**config.mk**
```make
export PLATFORM = sky130hd
export DESIGN_NAME = bus_arbiter_rr
export DESIGN_NICKNAME = d
export VERILOG_FILES = /design/src/rtl/bus_arbiter_rr.sv
export SDC_FILE = /design/constraint.sdc
export NUM_CORES = 1
export LEC_CHECK = 0
export CORE_AREA = 2 2 40 42
export CTS_CLUSTER_SIZE = 30
export DETAILED_ROUTE_END_ITERATION = 10
export DIE_AREA = 0 0 42 44
export PLACE_DENSITY = 0.82
export SLEW_MARGIN = 30
export SYNTH_ARGS = -nofsm -noshare
export SYNTH_HDL_FRONTEND = slang
export SYNTH_SLANG_ARGS = --single-unit
```
**constraint.sdc**
```tcl
create_clock -name clk -period 1.9 [get_ports clk]
set_input_delay 0.285 -clock clk [delete_from_list [all_inputs] [get_ports clk]]
set_output_delay 0.285 -clock clk [all_outputs]
set_load 0.01 [all_outputs]
```
**src/rtl/bus_arbiter_rr.sv**
```systemverilog
// -----------------------------------------------------------------------------
// bus_arbiter_rr
//   Round-robin arbiter for the shared system bus. It grants the bus to one
//   master at a time. The owner keeps the bus for as long as it holds its
//   request. When ownership ends, the round-robin pointer moves to the slot
//   after the last owner, so that owner has the lowest priority next time.
//
//   Optional feature (macro ARB_TIMEOUT_EN):
//     An owner that has held the bus for MAX_HOLD cycles is forced to hand the
//     bus to the next requester, and preempt pulses for one cycle. A sole
//     requester is never preempted. When the macro is not defined, the hold
//     counter is not built and preempt is tied low.
//
// Parameters
//   ID_W      owner id width; number of masters N = 2**ID_W
//   MAX_HOLD  cycles of ownership before a forced hand-off (>= 2)
//
// Ports
//   clk       system clock, all state on rising edge
//   reset     asynchronous, active-low reset
//   req       per-master level request, N bits
//   grnt      one-hot registered grant, all-zero = bus idle
//   owner_id  index of current / last owner
//   bus_busy  OR of grnt
//   preempt   1-cycle pulse after a timeout hand-off
// -----------------------------------------------------------------------------
module bus_arbiter_rr #(
  parameter int ID_W     = 2,
  parameter int MAX_HOLD = 16
) (
  input  logic                 clk,
  input  logic                 reset,
  input  logic [2**ID_W-1:0]   req,
  output logic [2**ID_W-1:0]   grnt,
  output logic [ID_W-1:0]      owner_id,
  output logic                 bus_busy,
  output logic                 preempt
);

  localparam int N = 2**ID_W;

  typedef enum logic {IDLE, OWN} state_t;

  state_t            state_q, state_d;
  logic [ID_W-1:0]   owner_q, owner_d;
  logic [ID_W-1:0]   rr_ptr_q, rr_ptr_d;
  logic [ID_W-1:0]   owner_inc;
  logic [N-1:0]      own_mask;
  logic              others;

`ifdef ARB_TIMEOUT_EN
  localparam int HOLD_W = $clog2(MAX_HOLD) + 1;
  localparam logic [HOLD_W-1:0] HOLD_SAT = HOLD_W'(MAX_HOLD - 1);

  logic [HOLD_W-1:0] hold_cnt_q, hold_cnt_d;
  logic              preempt_q, preempt_d;
`endif

  // First requester found scanning p, p+1, ... with wrap-around.
  function automatic logic [ID_W-1:0] pick(input logic [N-1:0] r,
                                           input logic [ID_W-1:0] p);
    logic [ID_W-1:0] idx;
    logic            found;
    pick  = p;
    found = 1'b0;
    for (int i = 0; i < N; i++) begin
      idx = p + ID_W'(i);
      if (!found && r[idx]) begin
        pick  = idx;
        found = 1'b1;
      end
    end
  endfunction

  assign own_mask  = N'(1) << owner_q;
  assign owner_inc = owner_q + 1'b1;
  // Requests from any master other than the current owner.
  assign others    = |(req & ~own_mask);

  always_comb begin
    state_d  = state_q;
    owner_d  = owner_q;
    rr_ptr_d = rr_ptr_q;
`ifdef ARB_TIMEOUT_EN
    hold_cnt_d = hold_cnt_q;
    preempt_d  = 1'b0;
`endif
    case (state_q)
      IDLE: begin
        if (|req) begin
          state_d = OWN;
          owner_d = pick(req, rr_ptr_q);
`ifdef ARB_TIMEOUT_EN
          hold_cnt_d = '0;
`endif
        end
      end
      OWN: begin
        if (req[owner_q]) begin
`ifdef ARB_TIMEOUT_EN
          if (hold_cnt_q == HOLD_SAT && others) begin
            // Forced hand-off. The preempted owner's request stays pending
            // and is served again in round-robin order.
            owner_d    = pick(req, owner_inc);
            rr_ptr_d   = owner_inc;
            hold_cnt_d = '0;
            preempt_d  = 1'b1;
          end else if (hold_cnt_q != HOLD_SAT) begin
            hold_cnt_d = hold_cnt_q + 1'b1;
          end
`endif
        end else if (others) begin
          // Direct hand-off with no idle cycle in between.
          owner_d  = pick(req, owner_inc);
          rr_ptr_d = owner_inc;
`ifdef ARB_TIMEOUT_EN
          hold_cnt_d = '0;
`endif
        end else begin
          // owner_id keeps the last owner while the bus is idle.
          state_d  = IDLE;
          rr_ptr_d = owner_inc;
        end
      end
      default: state_d = IDLE;
    endcase
  end

  always_ff @(posedge clk or negedge reset) begin
    if (!reset) begin
      state_q  <= IDLE;
      owner_q  <= '0;
      rr_ptr_q <= '0;
    end else begin
      state_q  <= state_d;
      owner_q  <= owner_d;
      rr_ptr_q <= rr_ptr_d;
    end
  end

`ifdef ARB_TIMEOUT_EN
  always_ff @(posedge clk or negedge reset) begin
    if (!reset) begin
      hold_cnt_q <= '0;
      preempt_q  <= 1'b0;
    end else begin
      hold_cnt_q <= hold_cnt_d;
      preempt_q  <= preempt_d;
    end
  end
  assign preempt = preempt_q;
`else
  assign preempt = 1'b0;
`endif

  // Grant is decoded from flops only, so it is glitch-free and clears
  // immediately with the asynchronous reset.
  assign grnt     = (state_q == OWN) ? own_mask : '0;
  assign bus_busy = (state_q == OWN);
  assign owner_id = owner_q;

endmodule

```
==> results.md <==
* Run status: finished clean
* Crit Path Max Fanout at 4
* DP Worst Slack at -0.134 ns
* Total power at 1.24 mW
* Worst EP required at 2.02 ns
* CP max stage delay at 0.54 ns
* Top cell type by total area after synthesis: dfrtp_1
* CP arrival at a little under 2 ns
* Setup Total Neg Slack at 0 ns
* Worst Path Buf+Inv at 2
* Sink Count at 5
* Placed Instances at 114
* Ant. Diodes at 0
* Drt pass-1 iters at 4
* Synthesized cell area at 631 um2
* Crit path capture type: flop
* Cell Pwr Density at 1430 mW/mm2
* HP Class: in -> async
* # setup viols final at 0
* P_leak at 0.441 nW
* Most frequent cells after synthesis: a21oi_1, inv_1, o21ai_0
* EDFF count, synth at 0
* Synth top area cells: dfrtp_1, ha_1, a21oi_1
* CTS tree: done
* DRC violations left at 0
* Largest net degree at the start of global routing at 11
* Worst R2R Path Depth at 4
* Combinational power share at approximately 73%
* Placer Congestion at 0.918
* Prevailing post-synth register cell: dfrtp_1
* Seq cells post-synth at 5
* Clk_skew at 0.00143 ns
* Setup ws final at a little under 0.1 ns
* Slowest-stage cell, CP: clkdlybuf4s50_1
* Antenna Nets Post-Route at 0
* Post-Synthesis Cells at between 70 and 80
* Distinct cells, synth at 34
* Syn avg cell area at around 8.2 um2
* Critical path startpoint category: input port
* Psw at between 0.5 and 0.6 mW
* Share of the synthesized area in the top cell type at between 10% and 20%
* Die height at 44 um
* Clock buffer depth at 2
* PortBufs at 12
* Initial drt markers at 13
* Syn Nets at 87
* First-pass GRT wire length at 2730 um
* Seq pwr share at 17.0%
* Final Hold Viols at 0
* Clock Root Buffer: clkbuf_4
* Pins over their slew limit at 0
* Initial Utilization at 44.4%
* # rows at 14
* Finished Layout Cells at roughly 120
* Int Pwr at just over 0.7 mW
* Postcts setup bufs at 0
* Die area at ~0.0018 mm2
* Post-DR vias/cell at about 5.6
* Vias in the first global route at 655
* Nets at around 110
* Minimum clock period at 1.80 ns
* Die Wd at ~42 um
* Worst VDD drop at 0.852 mV
* # Max-Cap Violations at 0
* Antenna violations before repair at 0
* Io pins at 14
* Vias at between 600 and 700
* Post-Route WL at 1660 um
* Later-pin clock latency in the skew report at 0.24 ns
* Register area share after synthesis at 19.8%
* Sw Ratio at between 40% and 50%
* DPL Wire Length at 1300 um
* Final period util at 94.9%
* Syn-to-layout area delta at 37.3%
* Clock share of power at 10.2%
* RSZ-0062 raised after global routing: no
* Clock slew at reported path FFs at 0.05 ns
* H-tree depth at 1
* Kind of critical path: in -> reg
* Grt total ovfl at 0
* Crit path max-delay family: multiplexers
* Worst path depth at 5
* Yosys warning total at 0
* Async SR Flop Fraction at 100%
* Max Fclk at about 550 MHz
* Num CTS Buffers at 3
* Layout cells sized above 1 at 26.5%
* Crit-path cells: clkdlybuf4s50_1 -> inv_1 -> mux4_2 -> nand2_1 -> mux2_2
* WHS at 0.277 ns
* Drt wl/cell at 14.1 um
* Core area at between 0.001 and 0.0015 mm2
* GRT Util Overall at 19.7%
==> registers in the layout (all words and copies together) (netlist names) <==
register / flops
rr_ptr_q: 2
owner_id: 2
bus_busy: 1
==> path summary, 6_finish.rpt <==
check	startpoint	end	slack, ns
max reg2reg	owner_id[0]	rr_ptr_q[1]	0.20
min in group clk	rr_ptr_q[0]	rr_ptr_q[0]	0.58
min	reset	rr_ptr_q[0]	0.28
max in group asynchronous	reset	owner_id[0]	1.42
min reg2reg	rr_ptr_q[0]	rr_ptr_q[0]	0.58
max	req[2]	rr_ptr_q[1]	0.1
==> per-stage QoR <==
stage	instance area [um2]	utilization, %
after floorplan	631	-
after global placement	833	58.7
after detailed placement	833	58.7
after CTS	858	60.5
after global routing	866	61.0
final	866	61.0
==> layout by cell type, fill, tap and decap left out, drive strengths merged, types with 2 or more instances in the layout <==
master,n
buf,15
a21oi,8
clkdlybuf4s50,8
inv,8
o21ai,6
nand2,5
dfrtp,5
and2,5
nor2,4
ha,4
o22ai,4
clkbuf,4
dlymetal6s2s,3
nand2b,2
mux2,2
==> cells by family (layout without fill, tap and decap cells) <==
group	after synthesis	in the layout	share of synthesized area [%]
buffers and inverters	14	39	12.7
AO/OA/AOI/OAI	27	27	30.4
flip-flops	5	5	19.8
other	1	1	0.595
multiplexers	4	4	8.73
AND/OR/NAND/NOR	22	22	19.8
adder cells (fa/ha/maj)	4	4	7.94
==> worst register-to-register path: stages, from the launching register on <==
cell and delay (ns):
dfrtp_1 0.35, buf_4 0.17, mux4_2 0.57, nand2_1 0.15, mux2_2 0.34
==> area by class of cell <==
| type | count | area (um2) |
|---|---|---|
| clock buffers | 4 | 26.3 |
| fillers | 125 | 553 |
| well taps | 16 | 20.0 |
| inverters | 8 | 30.0 |
| repair buffers | 27 | 239 |
| multi-input cells | 58 | 425 |
| flip-flops and latches | 5 | 125 |
==> layer usage <==
metal  track usage, %  share of wire (%)  vias to the layer above
met5                0                  0                        -
met4             5.81                1.4                        0
met3             4.58                5.0                        5
met2             34.7                 50                       24
met1             23.9                 44                      311
li1                 -                  -                      325
==> power by group through the flow <==
stage	Clock, mW	Combinational, mW	Sequential (mW)
after CTS	0.129	0.911	0.207
after detailed placement	0	0.906	0.210
after floorplan	0	0.531	0.238
final	0.126	0.903	0.210
after global routing	0.141	0.974	0.220
after global placement	0	0.884	0.206
==> timing repair <==
action / 4_1_cts / 5_1_grt
setup endpoints to repair: 1 / 3
hold buffers: 0 / 0
resized for setup: 1 / 4
Power figures use the tool's default switching activity.
